===== src/rtl/wb_stage.sv =====
// MEM/WB pipeline stage: load extraction, write-back source select, register
// file write port, retired-instruction counter and faulting-load flag.
module wb_stage #(
   parameter int INSTRET_W = 64
) (
   input  logic                 clk,
   input  logic                 rst_n,
   input  logic                 mem_valid,
   input  logic [4:0]           mem_rd_addr,
   input  logic                 mem_rd_wen,
   input  logic [1:0]           mem_wb_sel,
   input  logic [31:0]          mem_alu_result,
   input  logic [31:0]          mem_pc_plus4,
   input  logic [31:0]          mem_load_data,
   input  logic [2:0]           mem_funct3,
   input  logic                 stall,
   input  logic                 flush,
   output logic [4:0]           rd_addr,
   output logic [31:0]          rd_data,
   output logic                 rd_wen,
   output logic                 wb_valid,
   output logic                 load_fault,
   output logic [INSTRET_W-1:0] instret
);

   localparam logic [INSTRET_W-1:0] INSTRET_ONE = {{(INSTRET_W-1){1'b0}}, 1'b1};

   logic [1:0]  lo;
   logic        is_load;
   logic [31:0] shifted;
   logic [31:0] load_val;
   logic        raw_fault;
   logic        fault;
   logic [31:0] wr_data;
   logic        cap_wen;
   logic        retire;

   always_comb begin
      lo        = mem_alu_result[1:0];
      is_load   = (mem_wb_sel == 2'b01);
      // Aligned byte/half lands in the low bits after shifting by 8*lo.
      shifted   = mem_load_data >> {lo, 3'b000};
      load_val  = '0;
      raw_fault = 1'b0;
      case (mem_funct3)
         3'b000: load_val = {{24{shifted[7]}}, shifted[7:0]};
         3'b100: load_val = {24'b0, shifted[7:0]};
         3'b001: begin
            load_val  = {{16{shifted[15]}}, shifted[15:0]};
            raw_fault = lo[0];
         end
         3'b101: begin
            load_val  = {16'b0, shifted[15:0]};
            raw_fault = lo[0];
         end
         3'b010: begin
            load_val  = mem_load_data;
            raw_fault = (lo != 2'b00);
         end
         default: raw_fault = 1'b1;
      endcase

      fault = raw_fault & is_load & mem_valid;

      case (mem_wb_sel)
         2'b01:   wr_data = load_val;
         2'b10:   wr_data = mem_pc_plus4;
         default: wr_data = mem_alu_result;
      endcase
      if (fault) begin
         wr_data = '0;
      end

      cap_wen = mem_valid & mem_rd_wen & (mem_rd_addr != 5'd0) & ~fault;
      retire  = mem_valid & ~fault;
   end

   // Edge priority is flush > stall > capture; a stall holds the write port
   // but clears load_fault so a fault is reported exactly once.
   always_ff @(posedge clk or negedge rst_n) begin
      if (!rst_n) begin
         rd_addr    <= '0;
         rd_data    <= '0;
         rd_wen     <= 1'b0;
         wb_valid   <= 1'b0;
         load_fault <= 1'b0;
         instret    <= '0;
      end else if (flush) begin
         rd_addr    <= '0;
         rd_data    <= '0;
         rd_wen     <= 1'b0;
         wb_valid   <= 1'b0;
         load_fault <= 1'b0;
      end else if (stall) begin
         load_fault <= 1'b0;
      end else begin
         rd_addr    <= mem_valid ? mem_rd_addr : 5'd0;
         rd_data    <= mem_valid ? wr_data : 32'd0;
         rd_wen     <= cap_wen;
         wb_valid   <= mem_valid;
         load_fault <= fault;
         if (retire) begin
            instret <= instret + INSTRET_ONE;
         end
      end
   end

endmodule


===== config.mk =====
export PLATFORM = sky130hd
export DESIGN_NAME = wb_stage
export DESIGN_NICKNAME = d
export VERILOG_FILES = /design/src/rtl/wb_stage.sv
export SDC_FILE = /design/constraint.sdc
export NUM_CORES = 1
export LEC_CHECK = 0
export BUFFER_PORTS_ARGS = -buffer_cell sky130_fd_sc_hd__buf_2
export CAP_MARGIN = 40
export CELL_PAD_IN_SITES_DETAIL_PLACEMENT = 1
export CELL_PAD_IN_SITES_GLOBAL_PLACEMENT = 2
export CORE_ASPECT_RATIO = 0.5
export CORE_MARGIN = 1
export CORE_UTILIZATION = 29
export DETAILED_ROUTE_END_ITERATION = 8
export MAX_ROUTING_LAYER = met4
export PLACE_DENSITY = 0.92
export SLEW_MARGIN = 10
export SYNTH_ARGS = -nofsm -noshare
export SYNTH_HDL_FRONTEND = slang
export SYNTH_SLANG_ARGS = --single-unit

===== constraint.sdc =====
create_clock -name clk -period 2.14 [get_ports clk]
set_input_delay 0.107 -clock clk [delete_from_list [all_inputs] [get_ports clk]]
set_output_delay 0.107 -clock clk [all_outputs]
set_load 0.02 [all_outputs]

==> After elaboration in Yosys (flattened, before gate mapping) <==
Cells that the tools add are included.
{ "totals": {"output_inout_bits": 104, "wordCells": 46, "ff_bits": 104, "inputBits": 112} }
{ "classes": {"eq_ne": 7, "n_shift": 1, "bitwise": 9, "n_addsub": 1, "reduce_logical": 6, "mux": 16} }
{ "op_table": {"columns": ["operator", "n"], "rows": [
  ["$pmux 32 s5", 1],
  ["$mux 32", 4],
  ["$add 64x1->64 const B", 1],
  ["$pmux 32 s2", 1],
  ["$shr 32x5->16", 1],
  ["$mux 5", 3],
  ["$and 1x1->1", 6],
  ["$eq 3x3->1 const B", 2],
  ["$mux 1", 6],
  ["$reduce_bool 5->1", 1],
  ["$reduce_or 2->1", 2],
  ["$eq 3x1->1 const B", 1],
  ["$eq 3x2->1 const B", 1],
  ["$logic_not 3->1", 1],
  ["$not 1->1", 3],
  ["$pmux 1 s3", 1],
  ["$reduce_and 3->1", 1],
  ["$eq 2x1->1 const B", 1],
  ["$eq 2x2->1 const B", 1],
  ["$ne 2x1->1 const B", 1],
  ["$reduce_bool 2->1", 1]
]} }

==> Longest topological paths before layout <==
Gate-level depths: netlist of run 1.
{ "depth": {"word_depth": 9, "mapped_depth": 9, "ltp_nobuf": 7} }

==> Least setup slack after synthesis of run 1 <==
OpenSTA, ideal clock, no wires.
{ "synth_path": {"path_kind": "reg2reg", "from": "register instret[0]", "to": "register instret[36]", "setup_ps": 80, "path_slack_ps": 179, "path_stages_with_launch": 8, "path_buffers": 1, "arrival_time_ps": 1881, "cell_sequence": "dfrtp_1 -> ha_1 -> nand3_1 -> nor3_1 -> nand3_4 -> buf_6 -> nor3_1 -> xor2_1"} }
{ "synth_via": {"elab_chain_cells": 1} }
{ "synth_rtl": {"columns": ["element", "line_no", "source"], "rows": [
  ["from (decl)", "23", "output logic [INSTRET_W-1:0] instret"],
  ["from (signal assigned)", "103", "instret <= instret + INSTRET_ONE;"],
  ["$add 64x1->64", "103", null]
]} }
No other way between the ends.
A chain may end at the register's enable or synchronous reset.

==> Worst setup path in the final report of run 1 <==
{ "layout_path": {"from": "register instret[11]", "to": "register instret[52]"} }
Same word-level chain as after synthesis.

==> key figures, run 1 <==
STA
  – Final worst-path cycle share: 0.939
  – RSZ-0062 raised after global routing: false
  – Setup Skew: 8.63 ps
  – # setup viols final: 0
  – Relative slew slack: 0.473
  – Final hold slack: 18.9 ps
  – Worst Tran Pin Value: 789 ps
  – Hold Fails Final Rpt: 0
  – Maximum clock rate: 498 MHz
  – Setup TNS: 0 ps
  – Final Max Slew Viols: 0
  – Final min period: 2010 ps

Finish
  – Nets@finish: between 900 and 1,000
  – Most common cell after layout, fill and taps aside: buf_2
  – Share of post-route cells with drive strength above 1: 0.356
  – Commonest non-fill, non-tap cells in the layout: buf_2 (214), dfrtp_1 (104), nand2_1 (68)
  – Area growth from synthesis to layout: 35.0%

Drt
  – DR vias: 5,794
  – Vias/cell: 5.21
  – Routed WL per cell: around 19 um
  – Final Routed Wirelength: around 21,000 um
  – Iter 0 DRT Violations: 311
  – DRT Pass-1 Iters: 5
  – DRC viols: 0
  – Antenna-violating nets left: 0

Critical path
  – R2r setup slk: 130 ps
  – Worst setup endpoint: instret[52]$_DFFE_PN0P_
  – Req. time, crit path: between 2000 and 2500 ps
  – Cells along the critical path: buf_4 -> nand4_1 -> nor3_1 -> buf_4 -> nand3_4 -> buf_4 -> nor4_2 -> xor2_1
  – Worst Setup Start Kind: flip-flop
  – R2R depth: 8
  – Reg2reg start: instret[11]$_DFFE_PN0P_
  – Slowest stage cell, crit path: dfrtp_1
  – Crit. End Element: flip-flop
  – Crit Path Max Fanout: 11
  – Crit Path Class: flip-flop to flip-flop
  – Worst path most repeated cell: buf_4
  – Setup crit start: instret[11]$_DFFE_PN0P_
  – RR Endpoint: instret[52]$_DFFE_PN0P_
  – Slowest stage delay, CP: between 300 and 400 ps
  – Critical Path AT: 2280 ps

Global route
  – Largest net degree at the start of global routing: 41
  – Antenna violations before repair: 3
  – First-pass GRT wire length: 33,700 um
  – Overflow after GRT: 0
  – GRT Overall Usage: 0.217
  – Vias in the first global route: 5,956

Floorplan
  – Rows: 36
  – I/O pin count: 216
  – Core area: 19,500 sq um
  – Die W: between 200 and 250 um
  – Die height: roughly 100 um
  – Die area: 20,500 sq um
  – Initial Util: 0.297

CTS
  – Clock Latency Late Sink: about 350 ps
  – Total CTS buffers: 9
  – CTS tree: built
  – Maximum buffer depth of the clock tree: 2
  – Worst-path clk slew: 80 ps
  – H-tree Lvls: 3
  – CTS Sinks: 104
  – Clock root buffer: clkbuf_16

Min path
  – Worst hold path type: primary input to flip-flop

Power
  – P per Cell Area: 611 nW/um^2
  – Static Leakage: 3.91 nW
  – Sw frac: 0.288
  – Net Sw Power: 0.00137 W
  – Clock network power share: 0.394
  – Peak supply drop: 0.383 mV
  – Reg power frac: 0.436
  – Internal Power: between 0.003 and 0.004 W
  – Combinational share of power: 0.170

Synthesis
  – Cell Area, Synth: 5770 sq um
  – Syn Area/Cell: 9.62 sq um
  – Ranking of synthesized cells by area: dfrtp_1 (45%), xor2_1 (6.2%), a22oi_1 (4.9%)
  – Register bit total from synthesis: 104
  – Yosys warning count: 0
  – Leading area contributor after synthesis: dfrtp_1
  – Yosys cell types: 53
  – Synth top area share: 0.451
  – Synthesized Nets: 715
  – Synthesized instance count: 600
  – Sequential share of the synthesized area: 0.451

Run status
  – Outcome: complete, no violations

Placement
  – DP HPWL: 16,100 um
  – IO buf count: 215
  – GP Congestion: 0.836

Run
  – Max-Cap Viols: 0
sequential cells by signal (all words and copies together) (netlist names):
register / cells
instret: 64
load_fault: 1
rd_wen: 1
rd_data: 32
wb_valid: 1
rd_addr: 5
final cells by class:
cell class	count	area (sq um)
inverter	7	26.3
multi-input combinational	451	3000
sequential	104	2600
tap	266	333
timing repair buffer	265	1490
clock inverter	6	101
antenna	3	7.51
clock buffer	10	229
fill	2319	11700
cells in the mapped netlist, drive strengths merged:
cell type	n
dfrtp	104
nand2	69
o21ai	50
xor2	41
a22oi	38
nand3	32
nor2	27
clkbuf	24
nor3	24
xnor2	22
nand4	17
a222oi	16
a21oi	15
buf	14
nor4	14
and3	13
and4	8
o31ai	8
a211oi	7
inv	7
mux2	7
o2bb2ai	7
a22o	6
and2	3
ha	3
nor2b	3
a21o	2
nand3b	2
nor3b	2
o221ai	2
or4	2
a2bb2oi	1
a32oi	1
and2b	1
and3b	1
mux2i	1
mux4	1
nand2b	1
o211ai	1
o22ai	1
o311ai	1
o31a	1
stage by stage:
stage          total power [W]   util  cells  setup WS [ps]  area, sq um
6_report               0.00476  0.400   1112            130         7790
5_1_grt                0.00497  0.400   1112           3.08         7790
4_1_cts                0.00480  0.395   1101           22.4         7690
3_5_place_dp           0.00291  0.376   1080           76.0         7310
3_3_place_gp           0.00289  0.376   1080            101         7310
2_1_floorplan          0.00250      -    600            179         5770
routing by layer:
metal / vias up / track usage / part of all wire
met4: 0 / 0.0594 / 0.021
met2: 140 / 0.371 / 0.51
li1: 2717 / - / -
met5: - / - / 0
met3: 30 / 0.0367 / 0.036
met1: 2907 / 0.266 / 0.44
worst max-delay path: cells and delay by family, from the launching register on:
family / cells / cell delay (ps)
and+or+nand+nor: 4 / 850
DFF: 1 / 380
xor gates and xnor gates: 1 / 190
buffers and inverters: 3 / 500
repair_timing:
action                     in CTS  in global routing
setup endpoints to repair       0                 22
hold endpoints to repair       42                  0
setup buffers                   0                  8
resized for setup               0                  5
hold buffers                    5                  0
worst min-delay path by stage:
stage	cells past startpoint	end	slack, ps	from
3_5_place_dp	1	rd_addr[2]$_DFFE_PN0P_	140	rst_n
6_report	2	rd_addr[0]$_DFFE_PN0P_	20	mem_rd_addr[0]
2_1_floorplan	0	instret[0]$_DFFE_PN0P_	-190	rst_n
3_3_place_gp	1	rd_addr[2]$_DFFE_PN0P_	140	rst_n
4_1_cts	2	rd_addr[0]$_DFFE_PN0P_	2	mem_rd_addr[0]
5_1_grt	2	rd_addr[0]$_DFFE_PN0P_	20	mem_rd_addr[0]
cells by family (layout without fill, tap and decap cells):
family,after synthesis,after routing,synth area share
flip-flops,104,104,0.451
AND/OR/NAND/NOR,219,219,0.203
other,0,3,0
adder cells (fa/ha/maj),3,3,0.00651
multiplexers,9,9,0.0193
buffers and inverters,45,288,0.0345
XOR/XNOR,63,63,0.0956
AO/OA/AOI/OAI,157,157,0.190
power by group through the flow:
stage	Combinational (W)	Clock (W)	Sequential (W)
2_1_floorplan	0.000295	0	0.00220
3_3_place_gp	0.000773	0	0.00211
3_5_place_dp	0.000787	0	0.00212
4_1_cts	0.000797	0.00193	0.00208
5_1_grt	0.000888	0.00199	0.00209
6_report	0.000808	0.00188	0.00208
No activity file was read; power rests on OpenSTA's default activity.
==> run 2, diff against run 1 <==
ABC_AREA = 1   (was unset)
CORE_UTILIZATION = 27   (was 29)
PLACE_DENSITY = 0.93   (was 0.92)
==> run 2 against run 1 <==
  * Critical path depth grew 1
  * Hold slack gained 4.0 ps
  * Register-to-register slack is essentially flat
  * Power grew 15%
  * Maximum frequency grew 0.75%
  * Setup slack gained 15 ps
  * Sequential cell count is the same
  * Via count grew 51%
  * Routed wire length grew 51%
  * Clock power shrank 9%
  * Sequential share of layout area shrank 5.6 points
  * Clock skew grew 6.5 ps
  * Critical path type unchanged
==> key figures, run 2 <==
STA
  – Final min period: roughly 2000 ps
  – Relative slew slack: 0.544
  – RSZ-0062 raised after global routing: false
  – Final worst-path cycle share: 0.932
  – Setup TNS: 0 ps
  – Final Max Slew Viols: 0
  – Maximum clock rate: 501 MHz
  – # setup viols final: 0
  – Hold Fails Final Rpt: 0
  – Setup Skew: 15.1 ps
  – Worst Tran Pin Value: between 600 and 700 ps
  – Setup ws final: 145 ps

Floorplan
  – Initial Util: 0.280
  – Rows: 42
  – Die area: about 29,000 sq um
  – Die W: 238 um
  – Core area: 26,900 sq um
  – I/O pin count: 216
  – Die height: approximately 120 um

Critical path
  – Worst path most repeated cell: nand2_1
  – R2R depth: 9
  – Critical Path AT: 2260 ps
  – Crit. End Element: flip-flop
  – Slowest stage cell, crit path: dfrtp_1
  – R2r setup slk: 150 ps
  – WP buf/inv: 1
  – RR Endpoint: instret[32]$_DFFE_PN0P_
  – Crit Path Class: flip-flop to flip-flop
  – Worst Setup Start Kind: flip-flop
  – Crit Path Max Fanout: 6
  – Req. time, crit path: 2400 ps
  – Delay-heaviest family, CP: simple AND/OR/NAND/NOR gates
  – Reg2reg start: instret[0]$_DFFE_PN0P_
  – Cells along the critical path: ha_1 -> inv_1 -> nor2_2 -> nand2_1 -> nor2_1 -> nand2_1 -> xor2_1 -> nand2_1 -> o21ai_1
  – Slowest stage delay, CP: between 400 and 500 ps

Power
  – Static Leakage: 4.94 nW
  – Clock network power share: 0.311
  – Total power: 0.00550 W
  – Peak supply drop: 0.455 mV
  – Net Sw Power: 0.00204 W
  – Internal Power: 0.00345 W
  – Sw frac: 0.371
  – Combinational share of power: 0.259
  – P per Cell Area: 587 nW/um^2
  – Reg power frac: 0.430

Drt
  – Antenna-violating nets left: 0
  – DRT Pass-1 Iters: 5
  – DRC viols: 0
  – Final Routed Wirelength: 32,000 um
  – Routed WL per cell: 17.5 um
  – Vias/cell: 4.78
  – Iter 0 DRT Violations: 648
  – DR vias: 8,747

CTS
  – Clock root buffer: clkbuf_16
  – Maximum buffer depth of the clock tree: 2
  – Post-CTS Setup Inserts: 0
  – Worst-path clk slew: 70 ps
  – CTS tree: built
  – Total CTS buffers: 9
  – Clock Latency Late Sink: 380 ps
  – CTS Sinks: 104
  – H-tree Lvls: 3

Min path
  – Worst hold path type: primary input to flip-flop
  – Worst Hold Path Cells: 3
  – Hold_sp: mem_rd_addr[4]
  – Worst Hold Path EP: rd_addr[4]$_DFFE_PN0P_

Synthesis
  – Register bit total from synthesis: 104
  – Synth top cells by count: nand2_1 (583), nor2_1 (149), inv_1 (105), dfrtp_1 (104), a21oi_1 (71)
  – Synthesized Nets: between 1,000 and 1,500
  – Cell Area, Synth: 7530 sq um
  – Synthesized instance count: 1,246
  – Count leader, synth: nand2_1
  – Ranking of synthesized cells by area: dfrtp_1 (35%), nand2_1 (29%), nor2_1 (7.4%)
  – Yosys warning count: 0
  – Sequential share of the synthesized area: 0.346
  – Post-synthesis async set-or-reset flop share: 1.00
  – Leading area contributor after synthesis: dfrtp_1
  – Syn Area/Cell: 6.05 sq um
  – Synth top area share: 0.346
  – Post-synth EDFFs: 0
  – Yosys cell types: 30
  – Ys flop type: dfrtp_1

Placement
  – DP HPWL: 24,900 um
  – IO buf count: 215
  – Dpl ws: 45.8 ps
  – Placed insts: roughly 1,800
  – GP Congestion: roughly 0.91

Finish
  – Post-route insts no fill: 1,830
  – Largest Register: instret
  – Commonest non-fill, non-tap cells in the layout: nand2_1 (583), buf_2 (214), nor2_1 (146)
  – Max reg flops: 64
  – Layout Utilization: 0.348
  – Nets@finish: 1,564
  – Area growth from synthesis to layout: 24.3%
  – Most common cell after layout, fill and taps aside: nand2_1
  – Top flop regs: instret x64, rd_data x32, rd_addr x5
  – Share of post-route cells with drive strength above 1: 0.184

Global route
  – Overflow after GRT: 0
  – GRT Overall Usage: 0.234
  – First-pass GRT wire length: 49,700 um
  – Antenna violations before repair: 2
  – Largest net degree at the start of global routing: 69
  – Met1 Use GR: 0.280
  – Gr busiest metal: met2
  – M3 GR Usage: 0.0444
  – GR Layer Usage met2: 0.401
  – Vias in the first global route: about 9,000

Run
  – Max-Cap Viols: 0

Run status
  – Outcome: complete, no violations
## run 2: cell count changes after synthesis, moves of 10 or more
cell / delta
a222oi_1: -16
nor4_1: -10
a21oi_1: +56
and3_1: -13
xnor2_1: -16
nor2_1: +123
nand2_1: +514
o21ai_1: +10
o21ai_0: -12
nand3_1: +23
nor3_1: -18
xor2_1: -16
a22oi_1: -38
inv_1: +98
## run 2: what timing repair did
action | 4_1_cts | 5_1_grt
gates resized for setup | 0 | 4
setup endpoints to repair | 0 | 8
hold buffers | 4 | 0
hold endpoints to repair | 44 | 0
## run 2: cell families after synthesis
family,Yosys count,synth area share
flops,104,0.346
compound gates,129,0.0894
buf+inv,155,0.0870
fa+ha+maj,3,0.00498
simple gates,824,0.437
xor+xnor,31,0.0360
## run 2: power groups by stage
stage	logic [W]	registers (W)	clock network (W)
after CTS	0.00143	0.00237	0.00175
after detailed placement	0.00141	0.00240	0
final	0.00142	0.00236	0.00171
after floorplan	0.000612	0.00253	0
after global routing	0.00156	0.00239	0.00182
after global placement	0.00138	0.00239	0
## run 2: routing by layer
layer  routed length [um]  vias up
li1                     -     4267
met1                14000     4281
met2                16100      162
met3                 1190       37
met4                  602        0
met5                    0        -
## run 2: worst max path at each step
| stage | startpoint | depth (start not counted) | slack [ps] | to |
|---|---|---|---|---|
| final | instret[0]$_DFFE_PN0P_ | 9 | 150 | instret[32]$_DFFE_PN0P_ |
| after global routing | instret[0]$_DFFE_PN0P_ | 9 | 6 | instret[33]$_DFFE_PN0P_ |
| after CTS | instret[0]$_DFFE_PN0P_ | 10 | 50 | instret[60]$_DFFE_PN0P_ |
| after detailed placement | instret[0]$_DFFE_PN0P_ | 10 | 50 | instret[60]$_DFFE_PN0P_ |
| after global placement | instret[0]$_DFFE_PN0P_ | 10 | 160 | instret[60]$_DFFE_PN0P_ |
| after floorplan | instret[0]$_DFFE_PN0P_ | 10 | 390 | instret[42]$_DFFE_PN0P_ |
## run 2: final cells by class
cell class                 instances  area, sq um
fill                            3641        17500
clock inverter                     4         27.5
multi-input combinational        987         4290
tap                              374          468
timing repair buffer             238         1300
inverter                         109          409
clock buffer                      12          256
sequential                       104         2600
antenna                            2         5.00
## run 2: tightest hold or removal path, stage by stage
cell and delay, ps:
buf_2 90, inv_1 50, o21ai_0 90
## run 2: stage by stage
stage | hold slack, ps | area [sq um]
after floorplan | -189 | 7530
after global placement | 174 | 9020
after detailed placement | 184 | 9020
after CTS | 9.29 | 9340
after global routing | 31.6 | 9360
final | 22.9 | 9360
